## src/rtl/demux1x4_8bit_buf_if.sv

```systemverilog
// Bus bundle for the 1-to-4 buffered demux: one producer port and four
// consumer channels, each with a one-entry buffer exposed as data + full flag.
interface demux1x4_8bit_buf_if #(
    parameter int WIDTH = 8
);
    logic [WIDTH-1:0] din;
    logic             in_valid;
    logic             in_ready;
    logic             sel0;
    logic             sel1;
    logic             bcast;
    logic [WIDTH-1:0] f0, f1, f2, f3;
    logic             v0, v1, v2, v3;
    logic             r0, r1, r2, r3;
    logic [7:0]       xfer_cnt;

    // master: producer and consumers (the environment around the demux)
    modport master (
        output din, in_valid, sel0, sel1, bcast, r0, r1, r2, r3,
        input  in_ready, f0, f1, f2, f3, v0, v1, v2, v3, xfer_cnt
    );

    // slave: the demux itself
    modport slave (
        input  din, in_valid, sel0, sel1, bcast, r0, r1, r2, r3,
        output in_ready, f0, f1, f2, f3, v0, v1, v2, v3, xfer_cnt
    );
endinterface

```

## src/rtl/demux1x4_8bit_buf.sv

```systemverilog
// 1-to-4 demux with a one-entry buffer per channel, unicast or broadcast
// writes, and a wrapping 8-bit count of accepted input transfers.
module demux1x4_8bit_buf #(
    parameter int WIDTH = 8
) (
    input  logic                 clk,
    input  logic                 rst,
    demux1x4_8bit_buf_if.slave   bus
);
    logic [3:0]       r_vec;
    logic [1:0]       sel;
    logic [3:0]       v_all;
    logic [WIDTH-1:0] f_all [4];
    logic [3:0]       writable;
    logic [3:0]       target;
    logic [3:0]       wr;
    logic             in_ready_w;
    logic             accept;
    logic [7:0]       cnt_q;
    logic [7:0]       cnt_d;

    assign r_vec = {bus.r3, bus.r2, bus.r1, bus.r0};
    assign sel   = {bus.sel1, bus.sel0};

    // A broadcast only proceeds when every channel can take the word at once,
    // so a partially blocked broadcast never writes anything.
    assign in_ready_w = !rst && (bus.bcast ? (&writable) : writable[sel]);
    assign accept     = bus.in_valid && in_ready_w;

    generate
        for (genvar gi = 0; gi < 4; gi++) begin : g_ch
            logic             v_q;
            logic             v_d;
            logic [WIDTH-1:0] f_q;
            logic [WIDTH-1:0] f_d;

            assign writable[gi] = !v_q || r_vec[gi];
            assign target[gi]   = bus.bcast || (sel == 2'(gi));
            assign wr[gi]       = accept && target[gi];

            always_comb begin
                v_d = v_q;
                f_d = f_q;
                if (wr[gi]) begin
                    v_d = 1'b1;
                    f_d = bus.din;
                end else if (v_q && r_vec[gi]) begin
                    v_d = 1'b0;
                end
            end

            always_ff @(posedge clk) begin
                if (rst) begin
                    v_q <= 1'b0;
                    f_q <= '0;
                end else begin
                    v_q <= v_d;
                    f_q <= f_d;
                end
            end

            assign v_all[gi] = v_q;
            assign f_all[gi] = f_q;
        end
    endgenerate

    always_comb begin
        cnt_d = cnt_q + 8'(accept);
    end

    always_ff @(posedge clk) begin
        if (rst) begin
            cnt_q <= '0;
        end else begin
            cnt_q <= cnt_d;
        end
    end

    assign bus.in_ready = in_ready_w;
    assign bus.xfer_cnt = cnt_q;
    assign bus.v0       = v_all[0];
    assign bus.v1       = v_all[1];
    assign bus.v2       = v_all[2];
    assign bus.v3       = v_all[3];
    assign bus.f0       = f_all[0];
    assign bus.f1       = f_all[1];
    assign bus.f2       = f_all[2];
    assign bus.f3       = f_all[3];
endmodule
```

## src/flat_wrapper.sv

```systemverilog
// flat-port wrapper written by rule: the top's interface ports become plain ports
module demux1x4_8bit_buf_flat 
#(
    parameter int WIDTH = 8
)
  (clk, rst, bus_din, bus_in_valid, bus_sel0, bus_sel1, bus_bcast, bus_r0, bus_r1, bus_r2, bus_r3, bus_in_ready, bus_f0, bus_f1, bus_f2, bus_f3, bus_v0, bus_v1, bus_v2, bus_v3, bus_xfer_cnt);
  demux1x4_8bit_buf_if #(.WIDTH(WIDTH)) bus_i ();
  input  logic clk;
  input  logic rst;
  input wire logic [$bits(bus_i.din)-1:0] bus_din;
  input wire logic [$bits(bus_i.in_valid)-1:0] bus_in_valid;
  input wire logic [$bits(bus_i.sel0)-1:0] bus_sel0;
  input wire logic [$bits(bus_i.sel1)-1:0] bus_sel1;
  input wire logic [$bits(bus_i.bcast)-1:0] bus_bcast;
  input wire logic [$bits(bus_i.r0)-1:0] bus_r0;
  input wire logic [$bits(bus_i.r1)-1:0] bus_r1;
  input wire logic [$bits(bus_i.r2)-1:0] bus_r2;
  input wire logic [$bits(bus_i.r3)-1:0] bus_r3;
  output wire logic [$bits(bus_i.in_ready)-1:0] bus_in_ready;
  output wire logic [$bits(bus_i.f0)-1:0] bus_f0;
  output wire logic [$bits(bus_i.f1)-1:0] bus_f1;
  output wire logic [$bits(bus_i.f2)-1:0] bus_f2;
  output wire logic [$bits(bus_i.f3)-1:0] bus_f3;
  output wire logic [$bits(bus_i.v0)-1:0] bus_v0;
  output wire logic [$bits(bus_i.v1)-1:0] bus_v1;
  output wire logic [$bits(bus_i.v2)-1:0] bus_v2;
  output wire logic [$bits(bus_i.v3)-1:0] bus_v3;
  output wire logic [$bits(bus_i.xfer_cnt)-1:0] bus_xfer_cnt;
  assign bus_i.din = bus_din;
  assign bus_i.in_valid = bus_in_valid;
  assign bus_i.sel0 = bus_sel0;
  assign bus_i.sel1 = bus_sel1;
  assign bus_i.bcast = bus_bcast;
  assign bus_i.r0 = bus_r0;
  assign bus_i.r1 = bus_r1;
  assign bus_i.r2 = bus_r2;
  assign bus_i.r3 = bus_r3;
  assign bus_in_ready = bus_i.in_ready;
  assign bus_f0 = bus_i.f0;
  assign bus_f1 = bus_i.f1;
  assign bus_f2 = bus_i.f2;
  assign bus_f3 = bus_i.f3;
  assign bus_v0 = bus_i.v0;
  assign bus_v1 = bus_i.v1;
  assign bus_v2 = bus_i.v2;
  assign bus_v3 = bus_i.v3;
  assign bus_xfer_cnt = bus_i.xfer_cnt;
  demux1x4_8bit_buf #(.WIDTH(WIDTH)) u_core (.clk(clk), .rst(rst), .bus(bus_i));
endmodule
```

## config.mk

```make
export PLATFORM = sky130hd
export DESIGN_NAME = demux1x4_8bit_buf_flat
export DESIGN_NICKNAME = d
export VERILOG_FILES = /design/src/rtl/demux1x4_8bit_buf_if.sv /design/src/rtl/demux1x4_8bit_buf.sv /design/src/flat_wrapper.sv
export SDC_FILE = /design/constraint.sdc
export NUM_CORES = 1
export LEC_CHECK = 0
export ABC_AREA = 0
export CAP_MARGIN = 20
export CORE_UTILIZATION = 35
export CTS_CLUSTER_DIAMETER = 80
export DETAILED_ROUTE_END_ITERATION = 7
export PLACE_DENSITY = 0.75
export SYNTH_ARGS = -nofsm -noshare
export SYNTH_HDL_FRONTEND = slang
export SYNTH_SLANG_ARGS = --single-unit
```

## constraint.sdc

```tcl
create_clock -name clk -period 2.3 [get_ports clk]
set_input_delay 0.575 -clock clk [delete_from_list [all_inputs] [get_ports clk]]
set_output_delay 0.575 -clock clk [all_outputs]
set_load 0.02 [all_outputs]
```

==> results.ini <==
[detailed_routing]
wl_per_cell_um = 13.8
drc = 0
num_vias = 1843
detail_route.wirelength_um = 4930
dr.first_iter.drc_count = 123
ant_nets = 0
drt_first_pass_iters = 4
viasPerCell = 5.18

[global_route]
antenna_found_initial = 0
grt_max_degree = 46
grt_use_total = 0.181
overflow = 0
grt_pass1_wl_um = 7640
grt_pass1_vias = 1608

[sta]
final-setup-viol-count = 0
worst_pin_slew_ns = 0.467
hold_violations = 0
finalClockSkew_ns = 0.00222
fin_tns_setup_ns = 0
timing.final.crit_share = 0.972
slew_violations = 0
min_period_ns = 2.24
rsz0062_at_grt = no
slew_headroom = 0.689
max_freq_mhz = 447

[die]
core_area_um2 = 5140
ios = 63
dieArea_um2 = 5670
initial_core_util = 0.366
placementRows = 26
fp.dieH_um = 75.3
dieWidth_um = 75.3

[clocking]
cts_inserted_buffers = 5
insertion_delay_ns = 0.29
cts.sinks = 44
clockRootBuffer = clkbuf_8
clk_pin_slew_ns = 0.08
cts_tree = done
htree_num_levels = 2
cts.path.max_buffers = 2

[power_and_ir_drop]
power_frac_seq = 0.518
p_leak_uw = 0.000962
swShare = 0.270
ir_drop_mv = 0.276
power.total_uw = 1560
intPower_uw = 1140
switching_power_uw = 422
cellPowerDensity_nw_per_um2 = 565
pwr-share-clk = 0.287
pwr-share-comb = 0.195

[synthesis]
syn_area_um2 = 1880
yosysWarningCount = 0
synthDistinctLibCells = 30
avgSynthCellArea_um2 = 8.83
synthCells = 213
synth-seq-area-share = 0.468
syn_nets = 233
synth_seq_cells = 44

[finish]
n_fill_cell = 515
multi_input_area_um2 = 943
regArea_um2 = 881
num-nets-final = 306
mostFrequentLayoutCells = 57 x clkdlybuf4s50_1, 44 x dfxtp_1, 36 x a21oi_1
instances_no_fill = 356
final_common_cell = clkdlybuf4s50_1
antenna_cells = 0
area_growth_pct = 46.7
drive_gt1_frac = 0.147

[worst_setup_path]
cp.arrival_ns = 1.66
critPathKind = input port to output port
worstPathMaxFanout = 2
setup.worst_path.start_class = input port
worstSetupEndpointType = output port
required_ns = 1.73

[placed_design]
gp_congestion = 0.791
dp.final_hpwl_um = 3410
port_buffers = 62
place_inst = 348

[flow_run]
cap_viol_max_count = 0

[hold_path]
hp-class = flip-flop to flip-flop

[outcome]
outcome = complete, no violations

-- power groups by stage --
stage	Combinational (uW)	Clock [uW]	Sequential [uW]
2_1_floorplan	135	0	858
3_3_place_gp	298	0	824
3_5_place_dp	301	0	824
4_1_cts	304	468	808
5_1_grt	329	497	811
6_report	305	448	807
-- layout make-up --
cell class,instances,share of cell area
multi-input cells,152,0.342
flip-flops and latches,44,0.319
repair buffers,82,0.278
well taps,70,0.0317
clock buffers,6,0.0263
clock inverters,1,0.00181
inverters,1,0.00136
-- through the flow --
stage | setup WS [ns] | area, um2 | hold slack (ns) | util
after global routing | 0.00457 | 2760 | 0.507 | 0.537
after CTS | 0.0122 | 2760 | 0.483 | 0.537
after floorplan | -0.119 | 1940 | 0.552 | -
final | 0.0636 | 2760 | 0.479 | 0.537
after detailed placement | -0.672 | 2660 | 0.471 | 0.517
after global placement | -0.652 | 2660 | 0.468 | 0.517
-- synth_stat cells (all sizes together) --
| library cell | number | area (um2) |
|---|---|---|
| dfxtp | 44 | 881 |
| a21oi | 37 | 185 |
| nand3 | 36 | 180 |
| o21ai | 32 | 160 |
| buf | 11 | 105 |
| nor2 | 8 | 30.0 |
| nand2b | 5 | 31.3 |
| clkbuf | 4 | 15.0 |
| nand2 | 4 | 15.0 |
| nor2b | 4 | 25.0 |
| xor2 | 4 | 35.0 |
| and3 | 3 | 18.8 |
| and2 | 2 | 12.5 |
| and4b | 2 | 20.0 |
| ha | 2 | 25.0 |
| nand4b | 2 | 17.5 |
| xnor2 | 2 | 17.5 |
| a21o | 1 | 7.51 |
| and4 | 1 | 8.76 |
| dlygate4sd3 | 1 | 10.0 |
| inv | 1 | 3.75 |
| nand4 | 1 | 6.26 |
| nor3 | 1 | 16.3 |
| o2111a | 1 | 11.3 |
| o2111ai | 1 | 8.76 |
| o21ba | 1 | 16.3 |
| o21bai | 1 | 7.51 |
| or3 | 1 | 11.3 |
-- registers in the layout, indices dropped and copies added (netlist names) --
name,cells
u_core.bus.f3,8
u_core.bus.v3,1
u_core.bus.f2,8
u_core.bus.f1,8
u_core.bus.xfer_cnt,8
u_core.bus.f0,8
u_core.bus.v2,1
u_core.bus.v1,1
u_core.bus.v0,1
-- cell families (layout without fill, tap and decap cells) --
| family | Yosys count | count (layout) | synth area share |
|---|---|---|---|
| XOR/XNOR | 6 | 6 | 0.0279 |
| AO/OA/AOI/OAI | 74 | 74 | 0.211 |
| buffers and inverters | 17 | 90 | 0.0711 |
| adder cells (fa/ha/maj) | 2 | 2 | 0.0133 |
| flip-flops | 44 | 44 | 0.468 |
| AND/OR/NAND/NOR | 70 | 70 | 0.209 |
-- final timing paths --
| kind | from | to | slack (ns) | cells past startpoint |
|---|---|---|---|---|
| setup reg to reg | u_core.bus.v1$_SDFFE_PP0P_ | u_core.bus.xfer_cnt[5]$_SDFF_PP0_ | 0.47 | 10 |
| hold reg to reg | u_core.bus.f2[2]$_SDFFE_PP0P_ | u_core.bus.f2[2]$_SDFFE_PP0P_ | 0.48 | 2 |
| setup / recovery | bus_sel0 | bus_in_ready | 0.06 | 6 |
| hold / removal | u_core.bus.f2[2]$_SDFFE_PP0P_ | u_core.bus.f2[2]$_SDFFE_PP0P_ | 0.48 | 2 |
-- timing repair --
| action | 4_1_cts | 5_1_grt |
|---|---|---|
| setup endpoints to repair | 5 | 1 |
| pin swaps | 2 | 3 |
| hold buffers | 0 | 0 |
| buffers inserted | 1 | 0 |
| gates resized for setup | 14 | 0 |
-- critical path: stages --
cell and delay [ns]:
dlygate4sd2_1 0.25, nor2b_4 0.13, o21ba_4 0.21, nor3_4 0.18, and3_4 0.21, buf_6 0.11
-- routing by layer --
metal,track usage,wire [um]
met1,0.234,2210
met2,0.294,2340
met5,0,0
met4,0.0741,88
met3,0.0410,292
(Power assumes the default switching activity.)
